===== config.mk =====
export PLATFORM = sky130hd
export DESIGN_NAME = reservation_station
export DESIGN_NICKNAME = d
export VERILOG_FILES = /design/src/rtl/reservation_station.sv
export SDC_FILE = /design/constraint.sdc
export NUM_CORES = 1
export LEC_CHECK = 0
export CAP_MARGIN = 20
export CORE_MARGIN = 5
export CORE_UTILIZATION = 57
export DETAILED_ROUTE_END_ITERATION = 12
export PLACE_DENSITY = 0.81
export SLEW_MARGIN = 15
export SYNTH_ARGS = -nofsm -noshare
export SYNTH_HDL_FRONTEND = slang
export SYNTH_SLANG_ARGS = --single-unit

===== constraint.sdc =====
create_clock -name clk -period 4.2 [get_ports clk]
set_clock_uncertainty 0.1 [all_clocks]
set_input_delay 0.63 -clock clk [delete_from_list [all_inputs] [get_ports clk]]
set_output_delay 0.63 -clock clk [all_outputs]
set_load 0.02 [all_outputs]

===== src/rtl/reservation_station.sv =====
// rtl/reservation_station.sv - operand-wait reservation station with CDB snoop and single issue port (optional RS_OLDEST_FIRST_EN)
module reservation_station #(
    parameter int DEPTH  = 4,
    parameter int DATA_W = 16,
    parameter int TAG_W  = 4,
    parameter int OP_W   = 4
) (
    input  logic                         clk,
    input  logic                         rst_n,
    input  logic                         flush,
    input  logic                         disp_valid,
    output logic                         disp_ready,
    input  logic [OP_W-1:0]              disp_op,
    input  logic [TAG_W-1:0]             disp_dst_tag,
    input  logic [DATA_W-1:0]            disp_s1_data,
    input  logic [TAG_W-1:0]             disp_s1_tag,
    input  logic [DATA_W-1:0]            disp_s2_data,
    input  logic [TAG_W-1:0]             disp_s2_tag,
    input  logic                         cdb_valid,
    input  logic [TAG_W-1:0]             cdb_tag,
    input  logic [DATA_W-1:0]            cdb_data,
    output logic                         iss_valid,
    input  logic                         iss_ready,
    output logic [OP_W-1:0]              iss_op,
    output logic [TAG_W-1:0]             iss_dst_tag,
    output logic [DATA_W-1:0]            iss_a,
    output logic [DATA_W-1:0]            iss_b,
    output logic [$clog2(DEPTH+1)-1:0]   occupancy
);

    localparam int IDX_W = $clog2(DEPTH);
    localparam int OCC_W = $clog2(DEPTH+1);

    logic [DEPTH-1:0]  valid;
    logic [DEPTH-1:0]  ready;
    logic [OP_W-1:0]   e_op      [DEPTH];
    logic [TAG_W-1:0]  e_dst     [DEPTH];
    logic [DATA_W-1:0] e_s1_data [DEPTH];
    logic [TAG_W-1:0]  e_s1_tag  [DEPTH];
    logic [DATA_W-1:0] e_s2_data [DEPTH];
    logic [TAG_W-1:0]  e_s2_tag  [DEPTH];
`ifdef RS_OLDEST_FIRST_EN
    logic [IDX_W-1:0]  age       [DEPTH];
    logic [IDX_W-1:0]  best_age;
`endif

    logic [IDX_W-1:0]  free_idx;
    logic [IDX_W-1:0]  sel_idx;
    logic              sel_found;
    logic              disp_fire;
    logic              iss_fire;
    logic              cdb_hit;
    logic [OCC_W-1:0]  occ_count;

    // A CDB broadcast only counts when it carries a real (nonzero) tag
    assign cdb_hit    = cdb_valid && (cdb_tag != '0);
    assign disp_ready = ~&valid;
    assign disp_fire  = disp_valid && disp_ready && !flush;
    assign iss_fire   = iss_valid && iss_ready && !flush;

    // Entry is ready once both sources hold values
    always_comb begin
        for (int i = 0; i < DEPTH; i++) begin
            ready[i] = valid[i] && (e_s1_tag[i] == '0) && (e_s2_tag[i] == '0);
        end
    end

    // Lowest-index free entry receives the next dispatch
    always_comb begin
        free_idx = '0;
        for (int i = DEPTH-1; i >= 0; i--) begin
            if (!valid[i]) begin
                free_idx = IDX_W'(i);
            end
        end
    end

    // Issue select: oldest ready entry (ties to lowest index) or lowest-index ready entry
    always_comb begin
        sel_found = 1'b0;
        sel_idx   = '0;
`ifdef RS_OLDEST_FIRST_EN
        best_age  = '0;
        for (int i = 0; i < DEPTH; i++) begin
            if (ready[i] && (!sel_found || (age[i] > best_age))) begin
                sel_found = 1'b1;
                sel_idx   = IDX_W'(i);
                best_age  = age[i];
            end
        end
`else
        for (int i = DEPTH-1; i >= 0; i--) begin
            if (ready[i]) begin
                sel_found = 1'b1;
                sel_idx   = IDX_W'(i);
            end
        end
`endif
    end

    // Issue outputs follow the selected entry and are zeroed when nothing is ready
    always_comb begin
        iss_valid   = sel_found;
        iss_op      = sel_found ? e_op[sel_idx]      : '0;
        iss_dst_tag = sel_found ? e_dst[sel_idx]     : '0;
        iss_a       = sel_found ? e_s1_data[sel_idx] : '0;
        iss_b       = sel_found ? e_s2_data[sel_idx] : '0;
    end

    // Population count of valid entries
    always_comb begin
        occ_count = '0;
        for (int i = 0; i < DEPTH; i++) begin
            if (valid[i]) begin
                occ_count = occ_count + OCC_W'(1);
            end
        end
    end
    assign occupancy = occ_count;

    // Valid bits (and ages): flush squashes everything, otherwise issue frees and dispatch fills
    always_ff @(posedge clk or negedge rst_n) begin
        if (!rst_n) begin
            valid <= '0;
`ifdef RS_OLDEST_FIRST_EN
            for (int i = 0; i < DEPTH; i++) begin
                age[i] <= '0;
            end
`endif
        end else if (flush) begin
            valid <= '0;
        end else begin
            if (iss_fire) begin
                valid[sel_idx] <= 1'b0;
            end
            if (disp_fire) begin
                valid[free_idx] <= 1'b1;
            end
`ifdef RS_OLDEST_FIRST_EN
            if (disp_fire) begin
                for (int i = 0; i < DEPTH; i++) begin
                    if (IDX_W'(i) == free_idx) begin
                        age[i] <= '0;
                    end else if (valid[i] && (age[i] != IDX_W'(DEPTH-1))) begin
                        age[i] <= age[i] + IDX_W'(1);
                    end
                end
            end
`endif
        end
    end

    // Payload: dispatch write with CDB bypass, CDB wakeup of waiting sources
    always_ff @(posedge clk) begin
        for (int i = 0; i < DEPTH; i++) begin
            if (disp_fire && (IDX_W'(i) == free_idx)) begin
                e_op[i]  <= disp_op;
                e_dst[i] <= disp_dst_tag;
                if (cdb_hit && (cdb_tag == disp_s1_tag)) begin
                    e_s1_data[i] <= cdb_data;
                    e_s1_tag[i]  <= '0;
                end else begin
                    e_s1_data[i] <= disp_s1_data;
                    e_s1_tag[i]  <= disp_s1_tag;
                end
                if (cdb_hit && (cdb_tag == disp_s2_tag)) begin
                    e_s2_data[i] <= cdb_data;
                    e_s2_tag[i]  <= '0;
                end else begin
                    e_s2_data[i] <= disp_s2_data;
                    e_s2_tag[i]  <= disp_s2_tag;
                end
            end else if (valid[i] && cdb_hit) begin
                if (e_s1_tag[i] == cdb_tag) begin
                    e_s1_data[i] <= cdb_data;
                    e_s1_tag[i]  <= '0;
                end
                if (e_s2_tag[i] == cdb_tag) begin
                    e_s2_data[i] <= cdb_data;
                    e_s2_tag[i]  <= '0;
                end
            end
        end
    end

endmodule


=== Word-level counts from Yosys, hierarchy flattened ===
Memory sizes are Yosys's and may differ from the RTL's.
Index checks and enable logic that the tools add are counted.

* Bits in registers: 4
* Memory bits (writable): 192
* Memories: 6
* Bits of input ports: 74
* Bits in latches: 0
* Memory bits (read-only): 0

{| class="wikitable"
|+ Memories
! name !! depth !! bits a word !! rd ports !! clocked after memory_dff !! wr ports !! RTL line !! text
|-
| e_s1_data || 4 || 16 || 1 || 0 || 4 || 38 || <nowiki>logic [DATA_W-1:0] e_s1_data [DEPTH];</nowiki>
|-
| e_s2_data || 4 || 16 || 1 || 0 || 4 || 40 || <nowiki>logic [DATA_W-1:0] e_s2_data [DEPTH];</nowiki>
|-
| e_dst || 4 || 4 || 1 || 0 || 1 || 37 || <nowiki>logic [TAG_W-1:0] e_dst [DEPTH];</nowiki>
|-
| e_op || 4 || 4 || 1 || 0 || 1 || 36 || <nowiki>logic [OP_W-1:0] e_op [DEPTH];</nowiki>
|-
| e_s1_tag || 4 || 4 || 4 || 0 || 4 || 39 || <nowiki>logic [TAG_W-1:0] e_s1_tag [DEPTH];</nowiki>
|-
| e_s2_tag || 4 || 4 || 4 || 0 || 4 || 41 || <nowiki>logic [TAG_W-1:0] e_s2_tag [DEPTH];</nowiki>
|}

* Equal/unequal tests: 13
* Bitwise operators: 35
* Mux-type cells: 154
* $lt $le $gt $ge: 4
* Multipliers: 0
* Shift operators: 0
* Div/mod/pow operators: 0
* Add/sub/neg operators: 3
* Reduce and logical (&&, ||, !) cells: 44

{| class="wikitable"
|+ Operators with widths
! operator !! number
|-
| 16-bit 2-to-1 mux || 18
|-
| 4-bit 2-to-1 mux || 28
|-
| 1-bit 2-to-1 mux || 89
|-
| 4-bit equality test || 10
|-
| 4-bit logical NOT || 8
|-
| 1-bit bitwise OR || 32
|-
| 2-bit 2-to-1 mux || 14
|-
| 1-bit logical AND || 25
|-
| 4-bit OR reduction || 6
|-
| 3-bit by 1-bit adder with 3-bit output, second input constant || 3
|-
| 3-bit 2-to-1 mux || 3
|-
| 2-bit by 3-bit < comparator with 1-bit output, second input constant || 2
|-
| 4-bit AND || 1
|-
| 1-bit demux with 2-bit select || 2
|-
| 2-bit equality test, first input constant || 2
|-
| 2-bit by 1-bit greater-or-equal comparator with 1-bit output, second input constant || 2
|-
| 4-bit NOT || 1
|-
| 4-bit bitwise OR || 1
|-
| 4-bit AND reduction || 1
|-
| 4-bit nonzero test || 1
|-
| 1-bit by 2-bit equality test with 1-bit output, first input constant || 1
|-
| 1-bit logical NOT || 2
|-
| 2-bit logical NOT || 1
|}

=== Longest topological paths before layout ===
An unclocked memory read counts as a cell.

* Depth after elaboration: 19
* Depth in mapped cells: 7

=== Least setup slack after synthesis ===
OpenSTA, ideal clock, no wires.

* Kind: input port to flip-flop
* Start point: input cdb_tag[1]
* End point: memory e_s1_data[1][0] (enable)
* Arrival time: 2565 ps
* Slack: 1110 ps
* Required time: 3675 ps
* Stages on the path: 4
* Buffers on the path: 1
* Library setup time: 425 ps
* Path through: buf_2 > xnor2_1 > nand4_1 > o21ai_0

{| class="wikitable"
|+ RTL lines
! element !! RTL line !! text
|-
| from (decl) || 20 || <nowiki>input logic [TAG_W-1:0] cdb_tag,</nowiki>
|-
| to (decl) || 38 ||
|}

==> results.md <==
- Crit path max fanout: 34
- Die width: 143 microns
- Minimum clock period: 3.86 ns
- H-tree levels: 4
- Count leader, synth: edfxtp_1
- Outcome: finished, final reports clean
- Crit share post-route: 0.920
- # IOs: 119
- Pwr/cell area: 353 mW/mm^2
- DRC: 0
- Post-CTS setup buffer count: 0
- Endpoints failing setup: 0
- CP cell instances: nor4_1, and4_1, buf_12, a21oi_1, o22ai_1, clkdlybuf4s50_1
- Setup TNS: 0 ns
- EDFF count, synth: around 190
- Post-cts gate resize count: 0
- Max-slew violations: 0
- Critical path startpoint category: flop
- Final GP Congestion: 0.891
- Slowest Stage Delay on Critical Path: 0.67 ns
- Slowest cell on crit path: clkdlybuf4s50_1
- Relative slew margins: 0.252
- First-pass GRT wire length: 41.0 mm
- WL final: 26.8 mm
- Drt wl/cell: 24.3 microns
- TritonCTS buffer count: 17
- CP arrival: 3.13 ns
- Total global routing overflow: 0
- Nets: around 940
- Hold Path Class: in -> async
- First-iteration detailed-routing DRC count: between 600 and 700
- GRT Resource Usage Total: 0.267
- Root Buffer: clkbuf_16
- Min setup slack post-route: 0.337 ns
- Clock transition at the registers of the reported paths: 0.07 ns
- Area share of the largest cell type after synthesis: 0.573
- Post-Syn Instances: about 750
- DR pass1 iterations: 5
- Area leader, netlist: edfxtp_1
- Synth Flop Type: edfxtp_1
- Mapped Area: 0.0101 sq mm
- Setup slack, reg-to-reg: 1.00 ns
- Top cell family by delay on the critical path: simple AND/OR/NAND/NOR gates
- Final hold vios: 0
- Clock Tree Buf Depth: 2
- Die area: 0.0204 sq mm
- Syn_nets: 830
- Via count: 7047
- RSZ-0062 raised after global routing: false
- Row cnt: 48
- Final ANT Viol Nets: 0
- Avg Cell Area, Syn: 13.4 sq um
- Largest net degree at the start of global routing: 50
- Worst vdd ir: 305 uV
- Achievable Freq: between 0.2 and 0.3 GHz
- CP Data Required Time: 3.47 ns
- Worst Setup End Kind: primary output
- PortBufs: 118
- Worst skew pair latency: 0.43 ns
- Flops & latches, synth: 196
- Core Box Area: ~0.017 sq mm
- Vias/cell: 6.40
- Cells taking the most area after synthesis: edfxtp_1 57%, mux2_2 11%, mux2i_1 4.0%
- # hold bufs at CTS: 0
- Asr flop ratio synth: 0.0204
- Vias in the first global route: 7245
- Ys Warns: 0
- Worst-margin pin slew: ~1.1 ns
- Clk sinks: 196
- MaxCap Viol Count: 0
- Worst setup path category: reg -> out
- Chip height: 143 microns
- Post-Place Setup Slack: 0.593 ns
- Share of cells above drive strength 1: 0.218
- Distinct cells, synth: 38
- Leakage: about 4.5 nW
- Area delta synth->final: 21.4%
- Commonest cells in the netlist: 192 x edfxtp_1, 97 x mux2_2, 66 x nor2_1
- Sequential share of the synthesized area: 0.583
- Initial antenna violation count: 0
- Initial Util: 0.582
- Crit path buffers/inverters: 2
- TritonCTS clock tree: built
- Post-DP HPWL: around 17 mm
- N_diodes: 0
## layer usage
metal / track usage / up-vias / routed length [microns]
met3: 0.0469 / 45 / 2110
met5: 0 / - / 0
met1: 0.346 / 3548 / 10300
met4: 0.0850 / 0 / 581
met2: 0.459 / 347 / 13800
li1: - / 3107 / -
## flip-flops by register name, summed over array words and instances, names as in the netlist
signal     flops
e_dst         16
e_op          16
valid          4
e_s1_data     64
e_s2_tag      16
e_s2_data     64
e_s1_tag      16
## layout make-up
type	count	area (sq um)
Timing Repair Buffer	149	1450
Clock inverter	14	185
Inverter	14	52.6
Tap cell	225	282
Sequential cell	196	5870
Fill cell	1135	5080
Clock buffer	18	439
Multi-Input combinational cell	485	3940
## path summary, 6_finish.rpt
kind / cells past startpoint / from / to
max: 6 / e_s1_tag[0][2] / iss_b[1]
min: 1 / rst_n / valid[1]
max reg2reg: 6 / valid[3] / e_s1_data[0][14]
min reg2reg: 2 / valid[1] / valid[1]
max in group asynchronous: 1 / rst_n / valid[3]
min in group clk: 2 / valid[1] / valid[1]
## power breakdown
group / switching [mW] / internal (mW) / total [mW]
Combinational: 0.201 / 0.195 / 0.396
Sequential: 0.0177 / 2.20 / 2.22
Clock: 0.773 / 0.926 / 1.70
## logic make-up (layout without fill, tap and decap cells)
logic type      count (synthesis)  after routing  synth area share
xor+xnor                       43             43            0.0374
simple gates                  165            165            0.0949
mux                           169            169             0.189
buf+inv                        71            195            0.0310
flops                         196            196             0.583
fa+ha+maj                       4              4           0.00498
compound gates                104            104            0.0600
## stage by stage
stage / area (sq um) / total power, mW / util / instances / hold slack [ns]
floorplan: 10100 / 2.46 / - / 752 / 0.234
CTS: 12200 / 4.32 / 0.704 / 1100 / 0.294
finish: 12200 / 4.31 / 0.706 / 1101 / 0.302
detailed placement: 11600 / 2.65 / 0.668 / 1068 / 0.589
global route: 12200 / 4.44 / 0.706 / 1101 / 0.306
global placement: 11600 / 2.63 / 0.668 / 1068 / 0.578
## placed cells by master, fill, tap and decap left out, types with 2 or more instances in the layout
cell and count:
edfxtp_1 192, clkdlybuf4s50_1 118, mux2_2 97, nor2_1 66, and4_1 43, a21oi_1 42
mux2i_1 40, o22ai_1 40, xnor2_1 38, buf_4 29, mux2_1 20, and2_1 17
clkbuf_16 17, inv_1 13, mux2_4 12, o21ai_2 10, nand4_1 10, nand2_1 8
nand3_1 7, inv_6 6, xor2_1 5, a21oi_2 4, ha_1 4, nor4_1 3
and3_1 3, dfrtp_1 3, a21o_1 2, nor4_2 2, nand2b_1 2, bufinv_16 2
clkinv_4 2, inv_8 2, clkinv_8 2
Note: power is estimated with default switching activity, not from simulation.
